$ cat src/rtl/sram_arbiter.sv
// sram_arbiter: two-port round-robin arbiter/sequencer for an external single-port sync SRAM.
// Latency: command registered at the acceptance edge; read data returns rd_latency+1 cycles later on rsp_*.
// Backpressure: req_ready is combinational, one port per cycle; a write behind in-flight reads stalls
//   both ports (DRAIN) until the bus turnaround is safe.
// Ports:
//   clk, rst                  clock, asynchronous active-high reset
//   req_valid/ready/we[1:0]   per-port request handshake and direction (1 = write)
//   req_addr, req_wdata       packed per port: port p at [p*depth +: depth] / [p*width +: width]
//   rsp_valid[1:0], rsp_rdata one-cycle read-data strobe per port, shared data bus
//   sram_*                    registered SRAM command pins; dq_o/dq_oe drive the top-level tristate
module sram_arbiter #(
  parameter int width      = 8,
  parameter int depth      = 19,
  parameter int rd_latency = 3
) (
  input  logic                 clk,
  input  logic                 rst,
  input  logic [1:0]           req_valid,
  output logic [1:0]           req_ready,
  input  logic [1:0]           req_we,
  input  logic [2*depth-1:0]   req_addr,
  input  logic [2*width-1:0]   req_wdata,
  output logic [1:0]           rsp_valid,
  output logic [width-1:0]     rsp_rdata,
  output logic [depth-1:0]     sram_addr,
  output logic                 sram_ce_n,
  output logic                 sram_oe_n,
  output logic                 sram_we_n,
  output logic [width-1:0]     sram_dq_o,
  output logic                 sram_dq_oe,
  input  logic [width-1:0]     sram_dq_i
);

  typedef enum logic [1:0] {
    IDLE  = 2'd0,
    RD    = 2'd1,
    WR    = 2'd2,
    DRAIN = 2'd3
  } state_t;

  state_t state, state_nxt;
  logic   lock_port, lock_port_nxt;
  logic   rr_prio;                       // port currently holding priority

  // Read tag pipeline: stage 0 loaded at each edge, shifts every edge.
  logic [rd_latency-1:0] tag_vld;
  logic [rd_latency-1:0] tag_port;

  logic             win_vld;
  logic             win_port;
  logic             win_we;
  logic [depth-1:0] win_addr;
  logic [width-1:0] win_wdata;
  logic             acc;
  logic             drain_ok;

  // A write may go out once only the oldest tag (if any) remains: that tag's
  // data is captured on the same edge the write command is registered, so the
  // SRAM has released dq before the write drives it.
  assign drain_ok = ~|tag_vld[rd_latency-2:0];

  // Winner selection: locked port while draining, otherwise round-robin.
  always_comb begin
    win_vld  = 1'b0;
    win_port = rr_prio;
    if (state == DRAIN) begin
      win_port = lock_port;
      win_vld  = req_valid[lock_port];
    end else if (req_valid[rr_prio]) begin
      win_port = rr_prio;
      win_vld  = 1'b1;
    end else if (req_valid[~rr_prio]) begin
      win_port = ~rr_prio;
      win_vld  = 1'b1;
    end
  end

  assign win_we    = req_we[win_port];
  assign win_addr  = win_port ? req_addr[depth +: depth]  : req_addr[0 +: depth];
  assign win_wdata = win_port ? req_wdata[width +: width] : req_wdata[0 +: width];

  // Next state and handshake.
  always_comb begin
    state_nxt     = IDLE;
    lock_port_nxt = lock_port;
    acc           = 1'b0;
    req_ready     = 2'b00;
    if (!rst && win_vld) begin
      if (!win_we) begin
        acc       = 1'b1;
        state_nxt = RD;
      end else if (drain_ok) begin
        acc       = 1'b1;
        state_nxt = WR;
      end else begin
        state_nxt     = DRAIN;
        lock_port_nxt = win_port;
      end
    end
    if (acc) begin
      req_ready[win_port] = 1'b1;
    end
  end

  always_ff @(posedge clk or posedge rst) begin
    if (rst) begin
      state     <= IDLE;
      lock_port <= 1'b0;
    end else begin
      state     <= state_nxt;
      lock_port <= lock_port_nxt;
    end
  end

  // Command registers, RR pointer, tag pipeline and response capture.
  always_ff @(posedge clk or posedge rst) begin
    if (rst) begin
      rr_prio    <= 1'b0;
      tag_vld    <= '0;
      tag_port   <= '0;
      sram_addr  <= '0;
      sram_ce_n  <= 1'b1;
      sram_oe_n  <= 1'b1;
      sram_we_n  <= 1'b1;
      sram_dq_o  <= '0;
      sram_dq_oe <= 1'b0;
      rsp_valid  <= 2'b00;
      rsp_rdata  <= '0;
    end else begin
      if (acc) begin
        rr_prio   <= ~win_port;
        sram_addr <= win_addr;
      end
      if (acc && win_we) begin
        sram_dq_o <= win_wdata;
      end
      sram_ce_n  <= ~acc;
      sram_oe_n  <= ~(acc & ~win_we);
      sram_we_n  <= ~(acc & win_we);
      sram_dq_oe <= acc & win_we;

      tag_vld  <= {tag_vld[rd_latency-2:0], acc & ~win_we};
      tag_port <= {tag_port[rd_latency-2:0], win_port};

      rsp_valid <= 2'b00;
      if (tag_vld[rd_latency-1]) begin
        rsp_valid[tag_port[rd_latency-1]] <= 1'b1;
        rsp_rdata                         <= sram_dq_i;
      end
    end
  end

endmodule

$ cat config.mk
export PLATFORM = sky130hd
export DESIGN_NAME = sram_arbiter
export DESIGN_NICKNAME = d
export VERILOG_FILES = /design/src/rtl/sram_arbiter.sv
export SDC_FILE = /design/constraint.sdc
export NUM_CORES = 1
export LEC_CHECK = 0
export ABC_CLOCK_PERIOD_IN_PS = 2200
export CORE_UTILIZATION = 41
export CTS_BUF_LIST = sky130_fd_sc_hd__clkbuf_4 sky130_fd_sc_hd__clkbuf_8
export DETAILED_ROUTE_END_ITERATION = 10
export PLACE_DENSITY = 0.82
export SYNTH_ARGS = -nofsm -noshare
export SYNTH_HDL_FRONTEND = slang
export SYNTH_SLANG_ARGS = --single-unit
$ cat constraint.sdc
create_clock -name clk -period 2.2 [get_ports clk]
set_input_delay 0.44 -clock clk [delete_from_list [all_inputs] [get_ports clk]]
set_output_delay 0.44 -clock clk [all_outputs]
set_load 0.01 [all_outputs]
=== Yosys cells after proc, flatten, opt, wreduce, memory -nomap -nowiden ===
Index checks and enable logic that the tools add are counted.

* Flip-flop bits (word level): 51
* Bits of input ports: 68
* Output and inout bits: 43
* Logic and storage cells: 64

* Magnitude comparators: 7
* Eq/ne operators: 1
* Mux-type cells: 28
* Bitwise logic cells: 8
* Reductions and logical operators: 7

{| class="wikitable"
|+ Operators with widths
! operator !! count
|-
| $mux W1 || 20
|-
| $mux W19 || 1
|-
| $lt A1 B2 Y1 const B || 5
|-
| $mux W2 || 4
|-
| $mux W8 || 1
|-
| $not A1 Y1 || 6
|-
| $logic_and A1 B1 Y1 || 4
|-
| $reduce_and A3 Y1 || 1
|-
| $and A1 B1 Y1 || 2
|-
| $demux W1 S1 || 2
|-
| $eq A2 B2 Y1 const B || 1
|-
| $ge A1 B1 Y1 const B || 2
|-
| $reduce_or A2 Y1 || 1
|-
| $logic_not A1 Y1 || 1
|}

=== Logic depth before layout (Yosys ltp) ===
* Depth after elaboration: 12
* Depth in mapped cells: 7
* Depth with buffers taken out: 6

=== Least setup slack after synthesis ===
No wires, ideal clock.

* Kind: reg-to-output
* Start point: register state[1]
* End point: output req_ready[0]
* Arrival time: 1.764 ns
* Data required time: 1.760 ns
* Path slack: -0.004 ns
* Stages on the path, launching flop included: 8
* Path buffers: 1
* Cell sequence: dfrtp_1 -> o2bb2ai_1 -> o21ai_4 -> mux2_4 -> a21oi_4 -> buf_6 -> inv_1 -> nor2_1

* Longest elaborated chain between the ends: 7
* Elaborated cells between the ends (all ways): 14
* Those cells by class: order compare (2); eq/ne (1); mux (9); reduce/logical (2)

{| class="wikitable"
|+ RTL lines
! item !! RTL line !! RTL
|-
| from (decl) || 41 || <nowiki>state_t state, state_nxt;</nowiki>
|-
| from (signal assigned) || 110 || <nowiki>state <= state_nxt;</nowiki>
|-
| $eq A2 B2 Y1 * || 66 || <nowiki>if (state == DRAIN) begin</nowiki>
|-
| $mux W1 || 66 ||
|-
| $lt A1 B2 Y1 (implied by the code), or another cell as far along || 101 || <nowiki>req_ready[win_port] = 1'b1;</nowiki>
|-
| $logic_and A1 B1 Y1 (implied by the code) or $mux W1 (tied branches) || 101, 78 ||
|-
| $mux W1, on equally long branches || 101, 89 ||
|-
| $demux W1 S1 or $mux W1 (tied branches) || 101, 88 ||
|-
| $mux W2 * || 100 || <nowiki>if (acc) begin</nowiki>
|-
| to (decl) || 19 || <nowiki>output logic [1:0] req_ready,</nowiki>
|}

Every way passes the cells marked *; elsewhere a longest branch is shown, timed or not. The select of a mux whose other input is x is not followed.

=== Worst setup path in the final report ===
* Start point: input req_valid[1]
* End point: output req_ready[0]

* Longest elaborated chain between the ends: 10
* Elaborated cells between the ends (all ways): 23
* Those cells by class: order compare (2); mux (19); reduce/logical (2)

{| class="wikitable"
|+ RTL lines
! item !! RTL line !! RTL
|-
| from (decl) || 18 || <nowiki>input logic [1:0] req_valid,</nowiki>
|-
| $mux W1 (implied by the code) (2 in series) || 72 || <nowiki>end else if (req_valid[~rr_prio]) begin</nowiki>
|-
| $mux W1 || 72 ||
|-
| $mux W1 || 69 || <nowiki>end else if (req_valid[rr_prio]) begin</nowiki>
|-
| $mux W1 || 66 ||
|-
| $lt A1 B2 Y1 (implied by the code), or another cell as far along || 101 ||
|-
| $logic_and A1 B1 Y1 (implied by the code) or $mux W1 (tied branches) || 101, 78 ||
|-
| $mux W1, on equally long branches || 101, 89 ||
|-
| $demux W1 S1 or $mux W1 (tied branches) || 101, 88 ||
|-
| $mux W2 * || 100 ||
|}

Marked as above.

==> impl_metrics.yaml <==
logic_synthesis:
  synth_nets: 227
  synth_area_leaders: "dfrtp_1 54%, mux2_2 23%, mux2i_1 4.5%, dfstp_2 3.5%, a31oi_1 2.5%"
  syn_area_um2: 2230
  yosysUniqueCellTypes: 27
  yosysSeqAreaShare_pct: 57.3
  yosys_warnings: 0
  synthCells: 159
  yosys.area.top_type: "dfrtp_1"
  ys_ff_latch: 51
  synth_area_per_cell_um2: 14.0
  synth_top_cell_area_share_pct: 53.8
timing:
  rsz0062_at_grt: "yes"
  timing.fmax_ghz: 0.455
  slew_headroom_pct: 55.3
  period_needed_ns: 2.20
  maxSlewViolCount: 0
  hold_viol: 0
  fin_setup_tns_ns: 0
  finalCritPeriodShare_pct: 100
  holdWs_ns: 0.354
  fin_skew_ns: 0.00569
  tightestPinTransition_ns: 0.667
  setup_viol: 0
die:
  die-area_um2: 5740
  die_y_um: 75.8
  fp.coreArea_um2: 5170
  rows: 26
  io_pins: 111
  start_util_pct: 43.2
  die_x_um: 75.8
clock_tree:
  cts_tree: "done"
  cts_sinks: 51
  cts_buffers: 5
  hold_buffers: 0
  worst_skew_pair.late_latency_ns: 0.30
  cts_buffer_depth: 2
  cts.clk_slew.worst_paths_ns: 0.08
  cts_max_level: 2
  cts_root_buf: "clkbuf_8"
place:
  dpl_cell_area_um2: 3500
  numPortBuffers: 110
  dpl.hpwl_um: 3670
  routabilityCongestion: 0.784
  placedCellCount: 347
setup_path:
  crit_type: "in2out"
  end_kind: "primary output"
  cp_slowest_cell: "mux2_4"
  slowest_delay_ns: 0.33
  crit_family: "buffers and inverters"
  crit_buf_inv: 3
  path_max_fanout: 3
  critPathRequiredTime_ns: 1.76
  arrival_ns: 1.76
  crit_path_start_kind: "primary input"
  path_cells: "dlygate4sd2_1, a21boi_4, o21ai_4, mux2_4, a21oi_4, inv_2, nor2_2, buf_2"
status:
  status: "completed"
global_route:
  antenna_found_initial: 0
  grt_pass1_wl_um: 7380
  overflow: 0
  track_usage_pct: 17.4
  grt_pass1_vias: 1636
  grt_start_max_net_pins: 40
layout:
  layout-drive-gt1-share_pct: 30.4
  num-fill-cells: 365
  syn2layout_area_growth_pct: 62.6
  final_common_cell: "clkdlybuf4s50_1"
  layout.cells.most_common_list: "106 x clkdlybuf4s50_1, 48 x dfrtp_1, 46 x mux2_2"
  num-nets-final: 353
  layout.cells.non_filler: 356
  antenna_cells: 0
  final_cell_area_um2: 3630
detailed_routing:
  drt-pass1-iter-count: 4
  drc: 0
  final_antenna_net_count: 0
  drtIter0Drc: 32
  viasPerCell: 4.89
  via_count: 1741
  detail_route.wl_per_cell_um: 13.9
  drt-total-wl_um: 4950
power_and_ir_drop:
  power.total_uw: 3450
  power_density_nw_per_um2: 950
  leakagePower_uw: 0.00152
  worst_ir_drop_vdd_v: 0.000599
min_path:
  hold_class: "reg2reg"
run:
  drv_cap: 0
kinds of logic (layout without fill, tap and decap cells):
logic type	Yosys count	in the layout	synth area share [%]
AND/OR/NAND/NOR	14	14	3.31
buffers and inverters	12	139	2.91
flip-flops	51	51	57.3
multiplexers	57	57	28.4
AO/OA/AOI/OAI	25	25	8.07
timing repair:
action | 4_1_cts | 5_1_grt
resized for setup | 18 | 1
endpoints found under the setup margin | 31 | 5
buffers inserted | 1 | 0
pin swaps | 2 | 0
synthesized netlist by cell type:
cell type	count
buf_6	2
mux2_2	46
and2_1	2
dfrtp_1	48
nor2b_1	1
mux2_4	1
clkbuf_1	2
nor2_1	5
nor4_1	1
inv_1	6
o21ai_4	1
or2_2	1
buf_4	1
nor3_1	1
dfstp_2	3
o2bb2ai_1	1
a21boi_1	1
mux2i_1	10
nand3_1	1
a311oi_2	1
a21oi_1	10
nand2_1	1
nor3_2	1
buf_2	1
a21oi_4	1
a311o_1	1
a31oi_1	9
stage by stage:
step	util [%]	worst slack, ns
final	70.2	0.000829
after global placement	67.6	-0.680
after detailed placement	67.6	-0.779
after CTS	70.1	-0.0307
after floorplan	-	0.0124
after global routing	70.2	-0.102
sequential cells by signal, indices dropped and copies added, names as in the netlist:
| signal | flops |
|---|---|
| state | 2 |
| rsp_rdata | 8 |
| sram_oe_n | 1 |
| sram_we_n | 1 |
| tag_vld | 3 |
| sram_ce_n | 1 |
| lock_port | 1 |
| rsp_valid | 2 |
| sram_dq_oe | 1 |
| sram_addr | 19 |
| rr_prio | 1 |
| sram_dq_o | 8 |
| tag_port | 3 |
where the power goes:
group | internal (uW) | switching [uW]
logic | 930 | 562
clock network | 266 | 286
registers | 1240 | 165
total | 2430 | 1010
path summary, 6_finish.rpt:
check                              from            to  slack [ns]  cells after the start
setup / recovery           req_valid[1]  req_ready[0]      0.0008                      8
hold / removal              tag_port[0]   tag_port[1]        0.35                      0
setup reg to reg               state[1]  sram_addr[7]        0.17                      6
max in group asynchronous           rst     sram_oe_n        1.09                      4
min in group asynchronous           rst  sram_addr[3]        0.55                      3
hold reg to reg             tag_port[0]   tag_port[1]        0.35                      0
routing by layer:
layer	up-vias	GRT usage [%]	part of all wire, %	routed length, um
met5	-	0	0	0
li1	830	-	-	-
met3	10	4.50	6.8	335
met4	0	7.20	1.7	82
met2	64	30.3	49	2440
met1	837	20.5	42	2090
final cells by class:
cell class              instances  area [um^2]  share of cell area [%]
clock buffers                   7         90.1                    2.48
clock inverters                 1         5.00                   0.138
multi-input cells              96          921                    25.4
inverters                       6         22.5                   0.620
flip-flops and latches         51         1280                    35.3
repair buffers                125         1220                    33.7
well taps                      70         87.6                    2.41
Note: power is estimated with default switching activity, not from simulation.
